File: src/rtl/alu_mul_seq.sv
// ---------------------------------------------------------------------------
// alu_mul_seq
//
// Multi-cycle 16x16 shift-add multiplier (low 16 bits of the product) that
// performs all of its arithmetic on a shared, combinational Hack-style ALU.
// One ALU operation is issued per clock, and its result is captured at the
// end of that same cycle. The block owns the ALU while busy is high.
//
// Per multiplier bit, lowest bit first:
//   TEST  : mplier & mask      -> zr says whether the bit is clear
//   ADD   : prod + mcand       (only when the bit is set)
//   DBL_M : mcand + mcand      (shift the multiplicand left)
//   DBL_K : mask + mask        (shift the mask; zr ends the loop)
//
// Optional feature macro: MUL_EARLY_EXIT_EN
//   When defined, DBL_M jumps straight to DONE once the doubled multiplicand
//   is zero, because no remaining bit can change prod. When undefined, the
//   latency is fixed at 49 + popcount(b) cycles after the accept edge.
//
// Ports
//   clk, reset         : clock; synchronous active-high reset
//   start              : multiply request, sampled only in IDLE
//   a, b               : multiplicand / multiplier, captured on accept
//   busy               : high in every state except IDLE
//   done               : one-cycle pulse in the DONE state
//   product            : result register, held until the next accept
//   alu_x, alu_y       : ALU operands
//   alu_zx .. alu_no   : ALU control bits
//   alu_out, alu_zr    : ALU result and zero flag
// ---------------------------------------------------------------------------
module alu_mul_seq (
  input  logic        clk,
  input  logic        reset,
  input  logic        start,
  input  logic [15:0] a,
  input  logic [15:0] b,
  output logic        busy,
  output logic        done,
  output logic [15:0] product,
  output logic [15:0] alu_x,
  output logic [15:0] alu_y,
  output logic        alu_zx,
  output logic        alu_nx,
  output logic        alu_zy,
  output logic        alu_ny,
  output logic        alu_f,
  output logic        alu_no,
  input  logic [15:0] alu_out,
  input  logic        alu_zr
);

  typedef enum logic [2:0] {
    S_IDLE,
    S_TEST,
    S_ADD,
    S_DBL_M,
    S_DBL_K,
    S_DONE
  } state_t;

  state_t      state;
  state_t      state_nxt;

  logic [15:0] mcand;
  logic [15:0] mplier;
  logic [15:0] mask;
  logic [15:0] prod;

  assign product = prod;

  // -------------------------------------------------------------------------
  // State register
  // -------------------------------------------------------------------------
  // NOTE: sequential state uses non-blocking assignments so that every
  // flop samples the values from before the edge, regardless of the order
  // in which the always blocks are evaluated.
  always_ff @(posedge clk) begin
    if (reset) state <= S_IDLE;
    else       state <= state_nxt;
  end

  // -------------------------------------------------------------------------
  // Next-state and ALU command decode
  // -------------------------------------------------------------------------
  always_comb begin
    // NOTE: every output of this block gets a default before the case
    // statement, so a path that does not assign it cannot infer a latch.
    state_nxt = state;
    busy      = (state != S_IDLE);
    done      = 1'b0;
    alu_x     = '0;
    alu_y     = '0;
    alu_zx    = 1'b0;
    alu_nx    = 1'b0;
    alu_zy    = 1'b0;
    alu_ny    = 1'b0;
    alu_f     = 1'b0;
    alu_no    = 1'b0;

    case (state)
      S_IDLE: begin
        if (start) state_nxt = S_TEST;
      end

      S_TEST: begin
        // x & y with all controls clear; zr set means the bit is 0.
        alu_x     = mplier;
        alu_y     = mask;
        state_nxt = alu_zr ? S_DBL_M : S_ADD;
      end

      S_ADD: begin
        alu_x     = prod;
        alu_y     = mcand;
        alu_f     = 1'b1;
        state_nxt = S_DBL_M;
      end

      S_DBL_M: begin
        alu_x     = mcand;
        alu_y     = mcand;
        alu_f     = 1'b1;
`ifdef MUL_EARLY_EXIT_EN
        // A zero multiplicand contributes nothing to any later ADD.
        state_nxt = alu_zr ? S_DONE : S_DBL_K;
`else
        state_nxt = S_DBL_K;
`endif
      end

      S_DBL_K: begin
        // The mask wraps to zero only after its single 1 passes bit 15.
        alu_x     = mask;
        alu_y     = mask;
        alu_f     = 1'b1;
        state_nxt = alu_zr ? S_DONE : S_TEST;
      end

      S_DONE: begin
        done      = 1'b1;
        state_nxt = S_IDLE;
      end

      default: state_nxt = S_IDLE;
    endcase
  end

  // -------------------------------------------------------------------------
  // Datapath registers: loaded on accept, otherwise updated from alu_out
  // -------------------------------------------------------------------------
  always_ff @(posedge clk) begin
    if (reset) begin
      mcand  <= '0;
      mplier <= '0;
      mask   <= '0;
      prod   <= '0;
    end else begin
      case (state)
        S_IDLE: begin
          if (start) begin
            mcand  <= a;
            mplier <= b;
            mask   <= 16'h0001;
            prod   <= '0;
          end
        end
        S_ADD:   prod  <= alu_out;
        S_DBL_M: mcand <= alu_out;
        S_DBL_K: mask  <= alu_out;
        default: ;
      endcase
    end
  end

endmodule

File: config.mk
export PLATFORM = sky130hd
export DESIGN_NAME = alu_mul_seq
export DESIGN_NICKNAME = d
export VERILOG_FILES = /design/src/rtl/alu_mul_seq.sv
export SDC_FILE = /design/constraint.sdc
export NUM_CORES = 1
export LEC_CHECK = 0
export ABC_AREA = 1
export CAP_MARGIN = 20
export CORE_ASPECT_RATIO = 0.7
export CORE_MARGIN = 3
export CORE_UTILIZATION = 31
export CTS_CLUSTER_SIZE = 8
export DETAILED_ROUTE_END_ITERATION = 8
export GPL_TIMING_DRIVEN = 0
export SYNTH_ARGS = -nofsm -noshare
export SYNTH_HDL_FRONTEND = slang
export SYNTH_SLANG_ARGS = --single-unit
File: constraint.sdc
create_clock -name clk -period 1.5 [get_ports clk]
set_input_delay 0.225 -clock clk [delete_from_list [all_inputs] [get_ports clk]]
set_output_delay 0.225 -clock clk [all_outputs]
set_load 0.05 [all_outputs]
==> results.ini <==
[die]
die_area_sq_um = 12500
core_area_sq_um = 10600
die_h_um = 94.4
ioPinCount = 108
die_w_um = 132
start_util_pct = 32.7
rows = 31

[timing]
max_freq_ghz = 0.510
post-route-period-util_pct = 131
worst_pin_slew_ns = 0.598
fin_ws_ns = -0.459
fin_crit_ns = 1.96
final_max_slew_viol_count = 0
finalSetupViolCount = 44
clock_skew_ns = 0.00652
maxSlewHeadroom_pct = 59.8
hold_violations = 0
rsz0062_at_grt = yes

[layout]
final_area_sq_um = 5590
area_growth_pct = 61.6
stdcell_count = 805
nets = 704
antennaDiodeCount = 0
drive_above_1_share_pct = 25.9
fillers = 1027

[power]
irDropWorstVdd_uv = 568
p_per_area_nw_per_um2 = 1270
total_power_w = 0.00710
leakage_nw = 2.30

[route]
post-route-drc-count = 0
drt_iter0_markers = 335
routedWlPerCell_um = 17.1
routed-via-count = 4104
via_per_inst = 5.10
ant_nets = 0
wl_mm = 13.8
dr.pass1.iters = 5

[setup_path]
crit_path_start_kind = register
cp_max_fo = 9
worst_ep_required_time_ns = 1.27
crit_type = register to output port
cp-end-kind = output port
arrival_ns = 1.73

[global_routing]
grt_overflow = 0
grt_pass1_vias = 3918
grt_max_degree = 20
antenna_found_initial = 0
grtUsageTotal_pct = 22.5
grt_first_pass_wirelength_mm = 21.8

[clock_tree]
cts_root_buf = clkbuf_16
clkTransAtPathRegs_ns = 0.06
cts_buffers = 9
ctsHoldBuffers = 0
clock_sinks = 67
htreeDepth = 3
clk_latency_ns = 0.34
cts_max_path_buffers = 2
cts_tree = done

[synthesis]
ys_warn_count = 0
ys_seq_area_share_pct = 38.8
synth_seq_cells = 67
synth_area_sq_um = 3460
syn_avg_cell_area_sq_um = 6.73
yosys.cell_types.count = 22
syn_inst = 514

[status]
run_status = finished, violations left
violations = negative setup slack

[placed_design]
dp.final_hpwl_mm = 10.5
gp_congestion = 0.912
dp.cells = 767
placed_area_sq_um = 4760
portBuffers = 101

[min_path]
hold_path_class = register to register

[flow_run]
maxCapViolations = 0

[Yosys cell counts]
library cell,number,area (sq um)
nor2_1,5,18.8
o21ai_1,1,5.00
buf_6,2,22.5
clkbuf_1,12,45.0
nand4_1,48,300
buf_1,2,7.51
inv_2,4,15.0
buf_4,13,97.6
a21oi_1,66,330
inv_1,18,67.6
nor2_2,1,6.26
dfxtp_1,67,1340
o21ai_0,35,175
nand2_2,2,12.5
conb_1,1,3.75
nand3_2,2,20.0
nand2_1,163,612
nor2_8,1,20.0
clkbuf_2,1,5.00
buf_2,21,105
nand3_1,48,240
o21a_1,1,7.51
[cell families (layout without fill, tap and decap cells)]
| family | Yosys count | in the layout | synth area share, % |
|---|---|---|---|
| and+or+nand+nor | 270 | 270 | 35.6 |
| AOI/OAI and AO/OA | 103 | 103 | 15.0 |
| other | 1 | 5 | 0.108 |
| buffers and inverters | 73 | 212 | 10.6 |
| DFF | 67 | 67 | 38.8 |
[layout make-up]
| class | count | area, sq um | share of cell area [%] |
|---|---|---|---|
| clock buffers | 10 | 229 | 4.10 |
| clock inverters | 6 | 65.1 | 1.16 |
| multi-input cells | 378 | 1910 | 34.2 |
| flip-flops and latches | 67 | 1350 | 24.2 |
| inverters | 22 | 97.6 | 1.75 |
| repair buffers | 125 | 1360 | 24.3 |
| well taps | 148 | 185 | 3.31 |
| plain buffers | 49 | 392 | 7.01 |
[flip-flops by register name (all words and copies together), names as in the netlist]
name     count
mplier      16
state        3
mcand       16
product     16
mask        16
[through the flow]
stage | util, % | setup TNS (ns) | setup WS (ns) | hold WS [ns]
floorplan | - | -1.44 | -0.103 | 0.358
global placement | 44.9 | -29.54 | -0.814 | 0.438
detailed placement | 44.9 | -32.04 | -0.817 | 0.442
CTS | 52.0 | -12.94 | -0.428 | 0.437
global route | 52.8 | -16.04 | -0.512 | 0.474
finish | 52.8 | -12.96 | -0.459 | 0.457
[critical path, stage by stage, from the launching register on]
cell and delay [ns]:
dfxtp_4 0.45, nor2_8 0.07, nand2_4 0.08, inv_4 0.04, buf_8 0.13, buf_12 0.12
buf_8 0.12, nand2_1 0.07, nand4_1 0.13, buf_6 0.19
[where the power goes]
part | internal [W] | leakage, nW | switching (W)
registers | 0.00200 | 0.549 | 0.000210
logic | 0.00112 | 1.60 | 0.00167
clock network | 0.00129 | 0.143 | 0.000807
[cell usage in the layout, fill, tap and decap left out, types with 2 or more instances in the layout]
cell	synthesis	layout
buf_4	13	26
nand3_1	48	48
a21oi_1	66	66
o21ai_2	0	11
dfxtp_1	67	64
buf_2	21	11
dfxtp_4	0	2
buf_8	0	22
clkbuf_2	1	9
clkdlybuf4s50_1	0	50
o21ai_0	35	7
clkinv_2	0	2
conb_1	1	5
nand2_2	2	20
nor2_4	0	2
clkdlybuf4s15_1	0	8
inv_4	0	3
clkbuf_4	0	4
nand2_4	0	5
o21ai_1	1	18
nor2_1	5	3
dlygate4sd2_1	0	4
clkbuf_1	12	6
nand2_1	163	140
buf_6	2	29
buf_12	0	2
inv_1	18	18
clkbuf_16	0	9
nand4_1	48	48
buf_16	0	2
[worst paths after layout]
path,from,endpoint,slack [ns],depth (start not counted)
max,state[0]$_SDFFE_PP0P_,alu_x[12],-0.46,9
min,mplier[11]$_SDFFE_PP0P_,mplier[11]$_SDFFE_PP0P_,0.46,2
max reg2reg,state[0]$_SDFFE_PP0P_,mask[8]$_SDFFE_PP0P_,-0.07,6
min reg2reg,mplier[11]$_SDFFE_PP0P_,mplier[11]$_SDFFE_PP0P_,0.46,2
[routing by layer]
layer	vias to the layer above	share of wire, %	GRT usage [%]
met1	1877	46	32.0
li1	2012	-	-
met4	0	1.2	5.71
met5	-	0	0
met2	198	42	33.2
met3	17	11	6.82
[repair_timing]
action	CTS	global route
endpoints found under the setup margin	51	99
gates cloned	5	0
hold endpoints to repair	0	0
gates resized for setup	340	51
buffers inserted	17	3
pin swaps	29	12
(Power assumes the default switching activity.)
